### src/rtl/match_controller.sv
// Match-level sequencer for pong: gates paddle/ball motion, re-serves after a miss,
// keeps both scores and stops the match when either side reaches WIN_SCORE.
module match_controller #(
  parameter int X_POS_W            = 10,
  parameter int SCREEN_H_RES       = 640,
  parameter int SCREEN_BORDER      = 10,
  parameter int SCORE_W            = 4,
  parameter int WIN_SCORE          = 9,
  parameter int SERVE_DELAY_FRAMES = 60
) (
  input  logic               clk_i,
  input  logic               rst_i,
  input  logic               new_frame_i,
  input  logic               start_i,
  input  logic [X_POS_W-1:0] ball_x_i,
  output logic               run_o,
  output logic               serve_o,
  output logic               serve_dir_o,
  output logic [SCORE_W-1:0] player_score_o,
  output logic [SCORE_W-1:0] enemy_score_o,
  output logic               game_over_o,
  output logic               winner_o,
  output logic [2:0]         state_o
);

  typedef enum logic [2:0] {
    IDLE  = 3'd0,
    SERVE = 3'd1,
    PLAY  = 3'd2,
    POINT = 3'd3,
    PAUSE = 3'd4,
    OVER  = 3'd5
  } state_t;

  localparam int CNT_W = $clog2(SERVE_DELAY_FRAMES + 1);
  localparam logic [CNT_W-1:0]   LAST_FRAME = CNT_W'(SERVE_DELAY_FRAMES - 1);
  localparam logic [SCORE_W-1:0] WIN        = SCORE_W'(WIN_SCORE);

  state_t             state;
  logic [CNT_W-1:0]   frame_cnt;
  logic               start_q;
  logic               start_edge;
  logic               miss_right;
  logic               miss_left;
  logic [SCORE_W-1:0] enemy_next;
  logic [SCORE_W-1:0] player_next;

  assign start_edge  = start_i & ~start_q;
  assign miss_right  = ball_x_i > X_POS_W'(SCREEN_H_RES);
  assign miss_left   = ball_x_i < X_POS_W'(SCREEN_BORDER);
  assign enemy_next  = enemy_score_o + SCORE_W'(1);
  assign player_next = player_score_o + SCORE_W'(1);
  assign state_o     = state;

  // start_q resets high so a key held through reset does not count as a press.
  always_ff @(posedge clk_i) begin
    if (rst_i) begin
      state          <= IDLE;
      frame_cnt      <= '0;
      start_q        <= 1'b1;
      run_o          <= 1'b0;
      serve_o        <= 1'b0;
      serve_dir_o    <= 1'b0;
      player_score_o <= '0;
      enemy_score_o  <= '0;
      game_over_o    <= 1'b0;
      winner_o       <= 1'b0;
    end else begin
      start_q <= start_i;
      serve_o <= 1'b0;
      case (state)
        IDLE: begin
          if (start_edge) begin
            player_score_o <= '0;
            enemy_score_o  <= '0;
            serve_dir_o    <= 1'b0;
            serve_o        <= 1'b1;
            frame_cnt      <= '0;
            state          <= SERVE;
          end
        end
        SERVE: begin
          if (new_frame_i) begin
            if (frame_cnt == LAST_FRAME) begin
              run_o <= 1'b1;
              state <= PLAY;
            end else begin
              frame_cnt <= frame_cnt + CNT_W'(1);
            end
          end
        end
        // A miss takes priority over a simultaneous start press.
        PLAY: begin
          if (new_frame_i && (miss_right || miss_left)) begin
            run_o <= 1'b0;
            if (miss_right) begin
              enemy_score_o <= enemy_next;
              serve_dir_o   <= 1'b1;
              if (enemy_next == WIN) begin
                game_over_o <= 1'b1;
                winner_o    <= 1'b1;
                state       <= OVER;
              end else begin
                state <= POINT;
              end
            end else begin
              player_score_o <= player_next;
              serve_dir_o    <= 1'b0;
              if (player_next == WIN) begin
                game_over_o <= 1'b1;
                winner_o    <= 1'b0;
                state       <= OVER;
              end else begin
                state <= POINT;
              end
            end
          end else if (start_edge) begin
            run_o <= 1'b0;
            state <= PAUSE;
          end
        end
        POINT: begin
          serve_o   <= 1'b1;
          frame_cnt <= '0;
          state     <= SERVE;
        end
        PAUSE: begin
          if (start_edge) begin
            run_o <= 1'b1;
            state <= PLAY;
          end
        end
        OVER: begin
          if (start_edge) begin
            player_score_o <= '0;
            enemy_score_o  <= '0;
            game_over_o    <= 1'b0;
            winner_o       <= 1'b0;
            serve_dir_o    <= 1'b0;
            serve_o        <= 1'b1;
            frame_cnt      <= '0;
            state          <= SERVE;
          end
        end
        default: state <= IDLE;
      endcase
    end
  end

endmodule

### config.mk
export PLATFORM = sky130hd
export DESIGN_NAME = match_controller
export DESIGN_NICKNAME = d
export VERILOG_FILES = /design/src/rtl/match_controller.sv
export SDC_FILE = /design/constraint.sdc
export NUM_CORES = 1
export LEC_CHECK = 0
export ABC_AREA = 1
export BUFFER_PORTS_ARGS = -buffer_cell sky130_fd_sc_hd__buf_2
export CAP_MARGIN = 20
export CORE_UTILIZATION = 45
export CTS_CLUSTER_SIZE = 25
export DETAILED_ROUTE_END_ITERATION = 8
export PLACE_DENSITY = 0.66
export REMOVE_ABC_BUFFERS = 1
export SLEW_MARGIN = 20
export SYNTH_ARGS = -nofsm -noshare
export SYNTH_HDL_FRONTEND = slang
export SYNTH_SLANG_ARGS = --single-unit
### constraint.sdc
create_clock -name clk_i -period 1.9 [get_ports clk_i]
set_input_delay 0.285 -clock clk_i [delete_from_list [all_inputs] [get_ports clk_i]]
set_output_delay 0.285 -clock clk_i [all_outputs]
set_load 0.005 [all_outputs]
Yosys cells after proc, flatten, opt, wreduce, memory -nomap -nowiden
Cells that the tools add are included.
- RAM bits: 0
- bits in read-only memories: 0
- input port bits: 14
- output and inout bits: 16
- latch bits: 0
- register bits: 23
- memories: 0
- reduce and logical (&&, ||, !) cells: 15
- shift-type cells: 0
- muxes and demuxes: 41
- div/mod/pow operators: 0
- equal/unequal tests: 20
- bitwise gates (word level): 2
- add/sub/neg operators: 3
- order comparisons: 2
- $mul: 0
- operator list (cell ; count):
    two-way mux 3 bit ; 9
    two-way mux 4 bit ; 5
    two-way mux 6 bit ; 3
    case mux 6 bit (3 select lines) ; 1
    inequality test 2 bit, second input constant ; 8
    case mux 4 bit (2 select lines) ; 2
    two-way mux 1 bit ; 15
    case mux 3 bit (5 select lines) ; 1
    AND reduction 5 bit ; 3
    AND reduction 4 bit ; 3
    > comparator 10 bit, second input constant ; 1
    < comparator 10 x 4 -> 1 bit, second input constant ; 1
    inequality test 3 bit, second input constant ; 3
    adder 4 x 1 -> 4 bit, second input constant ; 2
    equality test 4 bit, second input constant ; 2
    case mux 1 bit (2 select lines) ; 4
    adder 6 x 1 -> 6 bit, second input constant ; 1
    equality test 3 x 2 -> 1 bit, second input constant ; 2
    equality test 3 bit, second input constant ; 2
    equality test 6 bit, second input constant ; 1
    nonzero test 3 bit ; 2
    nonzero test 2 bit ; 2
    equality test 3 x 1 -> 1 bit, second input constant ; 1
    logical NOT 3 bit ; 1
    8 further kinds ; 8

Longest topological paths before layout
Gate-level depths: netlist of run 1.
- depth in word-level cells: 6
- depth in mapped cells: 13
- mapped depth without buffers: 13

Worst setup path before layout of run 1
Ideal clock, no wire load.
- path type: reg-to-reg
- start point: reg state[2] (netlist: state_o[2])
- end point: reg frame_cnt[5]
- data required time: 1779 ps
- setup slack: 434 ps
- data arrival time: 1344 ps
- clock period less this slack: 1466 ps
- library setup time: 121 ps
- stages on the path, launching flop included: 10
- path through: dfxtp_1 > inv_1 > nand3_1 > nand2_4 > a21oi_4 > nand2_8 > nor3_4 > nand2_1 > nor2_1 > nor3_2
- cells in the longest elaborated chain, start to end: 4
- elaborated cells on any way between the ends: 11
- those cells by class: 6 x eq/ne; 1 x mux; 4 x reduce/logical
- ends and longest elaborated chain (element ; RTL line ; RTL):
    start, declared ; 39 ; state_t state;
    start signal, assigned ; 58 ; state <= IDLE;
    start signal, assigned ; 79 ; state <= SERVE;
    start signal, assigned ; 86 ; state <= PLAY;
    equality test 3 bit or logical NOT 3 bit (tied branches) ; 71 ; case (state)
    OR reduction 2 bit (no source line) ; - ;
    inequality test 2 x 1 -> 1 bit (no source line) or nonzero test 3 bit (tied branches) ; - ;
    AND reduction 4 bit (no source line) ; - ;
    end signal, assigned ; 88 ; frame_cnt <= frame_cnt + CNT_W'(1);
    end, declared ; 40 ; logic [CNT_W-1:0] frame_cnt;
Parallel ways exist; a longest one is shown, timed or not.
A chain may end at the register's enable or synchronous reset.

Worst setup path after layout of run 1
- start point: reg player_score_o[0]
- end point: reg state[1] (netlist: state_o[1])
- cells in the longest elaborated chain, start to end: 6
- ends and longest elaborated chain (element ; RTL line ; RTL):
    start, declared ; 19 ; output logic [SCORE_W-1:0] player_score_o,
    start signal, assigned ; 107 ; player_score_o <= player_next;
    adder 4 x 1 -> 4 bit ; 52 ; assign player_next = player_score_o + SCORE_W'(1);
    equality test 4 bit ; 109 ; if (player_next == WIN) begin
    two-way mux 3 bit ; 109 ;
    two-way mux 3 bit ; 96 ; if (miss_right) begin
    two-way mux 3 bit ; 94 ; if (new_frame_i && (miss_right || miss_left)) begin
    case mux 3 bit (5 select lines) ; 71 ;
    end signal, assigned ; 102 ; state <= OVER;
    end signal, assigned ; 112 ; state <= OVER;
    end signal, assigned ; 114 ; state <= POINT;
Every way passes these cells.

==> results.json, run 1 <==
{
  "cts_tree": "done",
  "rr_worst_depth": 11,
  "rsz0062_at_grt": "no",
  "antenna_found_initial": 0,
  "path_cells": "ha_1, xnor2_1, nand2_1, nor2_1, nand2_1, nand3_1, nor2_1, nor2_1, nand2_1, nand2_1, nor2_1",
  "holdPathEnd": "start_q",
  "switching_share_pct": 44.22,
  "path_class": "reg2reg",
  "routabilityCongestion": 0.8350,
  "hold_class": "in2reg",
  "holdCritStartpoint": "start_i",
  "drtAntennaViolNets": 0,
  "cts_buffers": 3,
  "drtPass1Iterations": 4,
  "fp.coreArea_sq_um": 3028,
  "drive_gt1_share_pct": 20.16,
  "critPathBufInv": 0,
  "initial_utilization_pct": 47.44,
  "cp_max_fo": 6,
  "max_freq_mhz": 609.9,
  "hold_viol": 0,
  "switchingPower_uw": 799.4,
  "drv_slew": 0,
  "clock_sinks": 23,
  "post_cts_buffers": 0,
  "synthToLayoutAreaGrowth_pct": 16.11,
  "leakage_uw": 0.0008330,
  "place_area_sq_um": 1640,
  "wl_per_cell_um": 10.22,
  "grt_max_degree": 14,
  "regToRegStartpoint": "player_score_o[0]",
  "n_fill_cell": 322,
  "p_per_area_nw_per_um2": 1084,
  "wirelength_um": 2932,
  "syn_avg_cell_area_sq_um": 6.840,
  "cap_viol_max_count": 0,
  "io_buffer_count": 29,
  "die_width_um": 58.50,
  "min_period_ps": 1639,
  "tightest_slew_ps": 379.3,
  "cts-root-buf": "clkbuf_4",
  "slowest_delay_ps": 390,
  "drt_iter0_drc": 66,
  "fp.dieH_um": 58.50,
  "crit_arrival_ps": 1860,
  "syn_inst": 210,
  "ys_ff_latch": 23,
  "cts.htree.levels": 1,
  "setup_viol": 0,
  "final_cell_mix": "nand2_1, inv_1, buf_2",
  "layout_commonest_cell": "nand2_1",
  "cts.clk_slew.worst_paths_ps": 130,
  "synthFlopType": "dfxtp_1",
  "layout_setup_ws_ps": 260.5,
  "netlist-cell-type-count": 29,
  "ioPinCount": 30,
  "synth-async-reset-ratio_pct": 0,
  "yosys.area.top_type": "dfxtp_1",
  "peakVddDrop_uv": 712.3,
  "overflow": 0,
  "utilization_pct": 55.08,
  "nets": 263,
  "max_slew_margin_pct": 74.52,
  "r2r_slack_ps": 260,
  "status": "completed",
  "yosysSeqAreaShare_pct": 32.06,
  "rows": 20,
  "dp_hpwl_um": 2293,
  "via_count": 1359,
  "yosysTopAreaCellShare_pct": 32.06,
  "die-area_sq_um": 3422,
  "p_seq_share_pct": 35.5,
  "grt_pass1_vias": 1200,
  "cts_max_path_buffers": 2,
  "post_cts_resized": 0,
  "syn-cell-area_sq_um": 1436,
  "cp.required_ps": 2130,
  "routed_via_density": 4.735,
  "clock_power_share_pct": 12.7,
  "p_int_uw": 1008,
  "synth_edf_count": 0,
  "tns_ps": 0,
  "dp_slack_ps": 246.4,
  "grt_pass1_wl_um": 5112,
  "slowest_stage": "dfxtp_1",
  "worstHoldPathCells": 3,
  "n_antenna_cell": 0,
  "endpoint_kind": "flop",
  "drc": 0,
  "crit_family": "simple AND/OR/NAND/NOR gates",
  "clk-insertion-delay-late_ps": 310,
  "grt_util_all_layers_pct": 19.09,
  "r2r-end": "state_o[1]",
  "p_comb_share_pct": 51.8,
  "start_kind": "flop",
  "fin_skew_ps": 3.681,
  "min_period_over_period_pct": 86.29,
  "cts_hold_buf": 0,
  "totalPowerFinal_uw": 1808,
  "yosysWarnings": 0,
  "synth_top_cells_by_area": "dfxtp_1, nand2_1, inv_1",
  "design_area_sq_um": 1668
}
-- how the worst max path moves through the flow --
stage                               to  cells past startpoint              start
after floorplan           frame_cnt[5]                      9         state_o[2]
after global placement      state_o[2]                     13        ball_x_i[4]
after detailed placement    state_o[0]                     13        ball_x_i[4]
after CTS                   state_o[1]                     11  player_score_o[0]
after global routing        state_o[2]                      8       frame_cnt[0]
final                       state_o[1]                     11  player_score_o[0]
-- area by class of cell --
type                       count  area, sq um  share of cell area (%)
multi-input combinational    152        844.6                   50.64
sequential                    23        460.4                   27.61
timing repair buffer          30        152.6                   9.152
inverter                      34        127.6                   7.652
tap                           44        55.05                   3.301
clock buffer                   3        22.52                   1.350
clock inverter                 1        5.005                  0.3001
-- state kept, by name (all words and copies together), names as in the netlist, 3 cells and up --
name            cells
enemy_score_o       4
frame_cnt           6
player_score_o      4
state_o             3
-- tightest hold or removal path: cells and delay by family --
kind          cells  cell delay [ps]
buf+inv           2              110
simple gates      1               40
-- per-stage QoR --
stage          hold WS [ps]  std cells
6_report              146.2        287
5_1_grt               163.4        287
4_1_cts               142.8        287
3_5_place_dp          451.4        283
3_3_place_gp          451.8        283
2_1_floorplan         354.1        209
-- logic make-up (layout without fill, tap and decap cells) --
group,Yosys count,in the layout,synth area share [%]
simple gates,116,116,40.86
flops,23,23,32.06
fa+ha+maj,5,5,4.355
compound gates,29,29,12.37
buf+inv,35,68,9.147
xor+xnor,2,2,1.220
-- metal layers --
layer / vias up / track usage (%) / part of all wire [%]
li1: 751 / - / -
met1: 583 / 26.19 / 51
met2: 23 / 32.02 / 45
met3: 2 / 1.978 / 3.8
met4: 0 / 5.102 / 0.65
met5: - / 0 / 0
-- power groups by stage --
stage | Combinational, uW | Clock [uW] | Sequential, uW
6_report | 936 | 229 | 643
5_1_grt | 1070 | 260 | 659
4_1_cts | 945 | 241 | 643
3_5_place_dp | 939 | 0 | 653
3_3_place_gp | 941 | 0 | 654
2_1_floorplan | 716 | 0 | 654
-- synthesized netlist by cell type, types with 2 or more instances --
| master | instances |
|---|---|
| a21oi_1 | 14 |
| dfxtp_1 | 23 |
| ha_1 | 5 |
| inv_1 | 32 |
| inv_2 | 2 |
| nand2_1 | 41 |
| nand2_4 | 2 |
| nand3_1 | 20 |
| nand4_1 | 8 |
| nor2_1 | 27 |
| nor2_4 | 2 |
| nor3_1 | 7 |
| nor3_2 | 2 |
| o21ai_0 | 9 |
| xnor2_1 | 2 |
(Power assumes the default switching activity.)
==> run 2: changes to the inputs <==
CORE_UTILIZATION = 30   (was 45)
PLACE_DENSITY = 0.47   (was 0.66)
TNS_END_PERCENT = 100   (was not set)
==> results.json, run 2 (synthesis gave the netlist of run 1 again) <==
{
  "min_period_ps": 1628,
  "grt_pass1_wl_um": 5326,
  "n_antenna_cell": 0,
  "place_area_sq_um": 1650,
  "path_class": "reg2reg",
  "io_buffer_count": 29,
  "final_cell_mix": "nand2_1, inv_1, buf_2",
  "status": "finished, violations left",
  "fin_skew_ps": 2.512,
  "cp_max_fo": 5,
  "p_per_area_nw_per_um2": 1119,
  "routabilityCongestion": 0.8067,
  "fp.dieH_um": 71.20,
  "post_cts_buffers": 0,
  "cts_buffers": 3,
  "grt_util_all_layers_pct": 13.40,
  "dp_hpwl_um": 2513,
  "grt_pass1_vias": 1146,
  "layout_commonest_cell": "nand2_1",
  "cp.required_ps": 2060,
  "tightest_slew_ps": 386.4,
  "top_regs": "frame_cnt (6), enemy_score_o (4), player_score_o (4)",
  "grt_max_degree": 14,
  "cts-root-buf": "clkbuf_8",
  "tns_ps": 0,
  "wl_per_cell_um": 10.89,
  "max_freq_mhz": 614.2,
  "cts.clk_slew.worst_paths_ps": 90,
  "leakage_uw": 0.0008408,
  "die_width_um": 71.20,
  "antenna_found_initial": 0,
  "rsz0062_at_grt": "no",
  "hold_class": "in2reg",
  "largest_reg_flops": 6,
  "max_slew_margin_pct": 74.04,
  "drtPass1Iterations": 7,
  "ioPinCount": 30,
  "nets": 263,
  "start_kind": "flop",
  "clk-insertion-delay-late_ps": 260,
  "synthToLayoutAreaGrowth_pct": 18.12,
  "drive_gt1_share_pct": 20.16,
  "drv_slew": 0,
  "drc": 4,
  "initial_utilization_pct": 32.10,
  "die-area_sq_um": 5069,
  "design_area_sq_um": 1697,
  "regMostFlops": "frame_cnt",
  "overflow": 0,
  "wirelength_um": 3212,
  "cts_hold_buf": 0,
  "met3_usage_pct": 2.137,
  "n_fill_cell": 472,
  "cts_tree": "done",
  "fp.coreArea_sq_um": 4474,
  "violations": "design-rule violations",
  "via_count": 1346,
  "use_met2_pct": 20.32,
  "gr-max-usage-layer": "met2",
  "crit_arrival_ps": 1790,
  "setup_viol": 0,
  "routed_via_density": 4.563,
  "drtAntennaViolNets": 0,
  "cts_max_path_buffers": 2,
  "cap_viol_max_count": 0,
  "drt_iter0_drc": 49,
  "peakVddDrop_uv": 516.2,
  "rows": 24,
  "cts.htree.levels": 1,
  "hold_viol": 0,
  "met1_usage_pct": 19.18,
  "clock_sinks": 23,
  "endpoint_kind": "flop",
  "min_period_over_period_pct": 85.69,
  "post_cts_resized": 0
}
==> run 2: changes by cell type in the layout (fill, tap and decap cells not counted) <==
cell	previous run	this run
clkbuf_4	3	0
clkbuf_8	0	3
==> run 2: routing by layer <==
metal	vias to the layer above	share of wire [%]
met3	2	3.1
li1	751	-
met1	570	52
met5	-	0
met4	0	0.78
met2	23	44
==> run 2: critical path, cell delays in order, from the launching register on <==
cell	delay, ps
dfxtp_1	390
ha_1	210
nand4_1	110
o21ai_1	300
nand2_1	120
nand3b_4	190
a21oi_1	150
nor2_1	50
==> run 2: through the flow <==
| step | utilization (%) | hold WS (ps) | setup slack [ps] | power [uW] | instances |
|---|---|---|---|---|---|
| after floorplan | - | 354.1 | 434.5 | 1370 | 209 |
| after global placement | 36.88 | 454.4 | 180.8 | 1627 | 291 |
| after detailed placement | 36.88 | 452.2 | 227.5 | 1608 | 291 |
| after CTS | 37.92 | 205.4 | 249.0 | 1921 | 295 |
| after global routing | 37.92 | 216.9 | 79.37 | 2067 | 295 |
| final | 37.92 | 208.2 | 271.9 | 1899 | 295 |
==> run 2: worst paths after layout <==
path | startpoint | endpoint | slack (ps) | cells past startpoint
worst max-delay path | frame_cnt[0] | state_o[2] | 270 | 7
worst min-delay path | start_i | start_q | 210 | 3
worst max register to register | frame_cnt[0] | state_o[2] | 270 | 7
worst min register to register | winner_o | winner_o | 470 | 2
==> run 2: layout make-up <==
cell class              count  area [sq um]  area share (%)
clock inverters             1         5.005          0.2950
flip-flops and latches     23         460.4           27.14
well taps                  52         65.06           3.835
multi-input cells         152         844.6           49.78
clock buffers               3         41.29           2.434
repair buffers             30         152.6           8.997
inverters                  34         127.6           7.522
==> run 2: where the power goes <==
group	switching (uW)	leakage (uW)	total (uW)	internal (uW)
logic	583	0.000628	945	361
registers	74.0	0.000187	644	570
clock network	165	0.0000255	311	146
==> run 3: changes to the inputs <==
CAP_MARGIN = 0   (was 20)
PLACE_DENSITY = 0.54   (was 0.47)
==> results.json, run 3 (synthesis gave the netlist of run 1 again) <==
{
  "status": "finished, violations left",
  "violations": "design-rule violations",
  "utilization_pct": 37.92,
  "p_per_area_nw_per_um2": 1125,
  "rr_worst_depth": 9,
  "n_antenna_cell": 0,
  "largest_reg_flops": 6,
  "drtPass1Iterations": 6,
  "antenna_found_initial": 0,
  "dp_hpwl_um": 2541,
  "crit_path_end": "frame_cnt[5]",
  "min_period_over_period_pct": 85.72,
  "rsz0062_at_grt": "no",
  "setup_viol": 0,
  "cts_hold_buf": 0,
  "min_period_ps": 1629,
  "final_cell_mix": "nand2_1, inv_1, buf_2",
  "tns_ps": 0,
  "wl_per_cell_um": 10.86,
  "ioPinCount": 30,
  "cts-root-buf": "clkbuf_8",
  "post_cts_buffers": 0,
  "leakage_uw": 0.0008408,
  "synthToLayoutAreaGrowth_pct": 18.12,
  "grt_pass1_vias": 1228,
  "regToRegStartpoint": "state_o[0]",
  "max_slew_margin_pct": 72.63,
  "hold_viol": 0,
  "path_class": "reg2reg",
  "wirelength_um": 3205,
  "cp.required_ps": 2060,
  "totalPowerFinal_uw": 1909,
  "top_regs": "frame_cnt (6), enemy_score_o (4), player_score_o (4)",
  "path_cells": "inv_2, nor3_1, nor2_4, nand2_4, nand2_8, nor3_4, nand2_1, nor2_1, nor3_2",
  "cp_max_fo": 9,
  "die_width_um": 71.20,
  "grt_max_degree": 14,
  "r2r_slack_ps": 270,
  "layout_commonest_cell": "nand2_1",
  "overflow": 0,
  "endpoint_kind": "flop",
  "nets": 263,
  "slowest_delay_ps": 440,
  "max_freq_mhz": 614.0,
  "grt_pass1_wl_um": 5333,
  "cts_max_path_buffers": 2,
  "layout_setup_ws_ps": 271.4,
  "drtAntennaViolNets": 0,
  "regMostFlops": "frame_cnt",
  "fp.dieH_um": 71.20,
  "fin_skew_ps": 0.7340,
  "r2r-end": "frame_cnt[5]",
  "cts_buffers": 3,
  "crit_arrival_ps": 1790,
  "via_count": 1397,
  "tightest_slew_ps": 407.4,
  "routed_via_density": 4.736,
  "drv_slew": 0,
  "die-area_sq_um": 5069,
  "cts.clk_slew.worst_paths_ps": 90,
  "drc": 5,
  "io_buffer_count": 29,
  "hold_class": "in2reg",
  "cts.htree.levels": 1,
  "initial_utilization_pct": 32.10,
  "clk-insertion-delay-late_ps": 270,
  "rows": 24,
  "drt_iter0_drc": 75,
  "grt_util_all_layers_pct": 13.32,
  "dp_slack_ps": 211.4,
  "slowest_stage": "dfxtp_1",
  "start_kind": "flop",
  "fp.coreArea_sq_um": 4474,
  "drive_gt1_share_pct": 20.16,
  "routabilityCongestion": 0.8170,
  "cap_viol_max_count": 0,
  "post_cts_resized": 0,
  "critPathLaunch": "state_o[0]",
  "cts_tree": "done",
  "clock_sinks": 23,
  "peakVddDrop_uv": 381.2
}
run 3: power by group:
group / switching (uW) / total, uW / internal (uW)
logic: 590 / 951 / 361
clock network: 168 / 315 / 147
registers: 73.2 / 643 / 570
total: 831 / 1910 / 1080
run 3: stage by stage:
stage	instance area, sq um	cells	hold slack (ps)
5_1_grt	1697	295	204.8
6_report	1697	295	197.1
4_1_cts	1697	295	192.2
2_1_floorplan	1433	209	354.1
3_3_place_gp	1650	291	447.8
3_5_place_dp	1650	291	452.1
run 3: cell type report:
class / instances / area [sq um]
fillers: 525 / 2778
multi-input cells: 152 / 844.6
flip-flops and latches: 23 / 460.4
repair buffers: 30 / 152.6
inverters: 34 / 127.6
well taps: 52 / 65.06
clock buffers: 3 / 41.29
clock inverters: 1 / 5.005
run 3: worst min path at each step:
stage | from | endpoint | slack, ps | cells past startpoint
floorplan | rst_i | game_over_o | 350 | 1
finish | start_i | start_q | 200 | 3
global route | start_i | start_q | 200 | 3
global placement | serve_dir_o | serve_dir_o | 450 | 2
detailed placement | serve_dir_o | serve_dir_o | 450 | 2
CTS | start_i | start_q | 190 | 3
run 3: per-layer routing:
| layer | vias up | part of all wire, % | wire length (um) | track usage (%) |
|---|---|---|---|---|
| met5 | - | 0 | 0 | 0 |
| met4 | 0 | 0.50 | 16 | 2.667 |
| met3 | 4 | 5.8 | 187 | 2.991 |
| met2 | 32 | 47 | 1500 | 24.13 |
| met1 | 613 | 47 | 1501 | 16.08 |
| li1 | 748 | - | - | - |
run 3: critical path, delay by kind of cell, from the launching register on:
kind	cells	cell delay, ps
buf+inv	1	70
simple gates	8	1010
flops	1	440
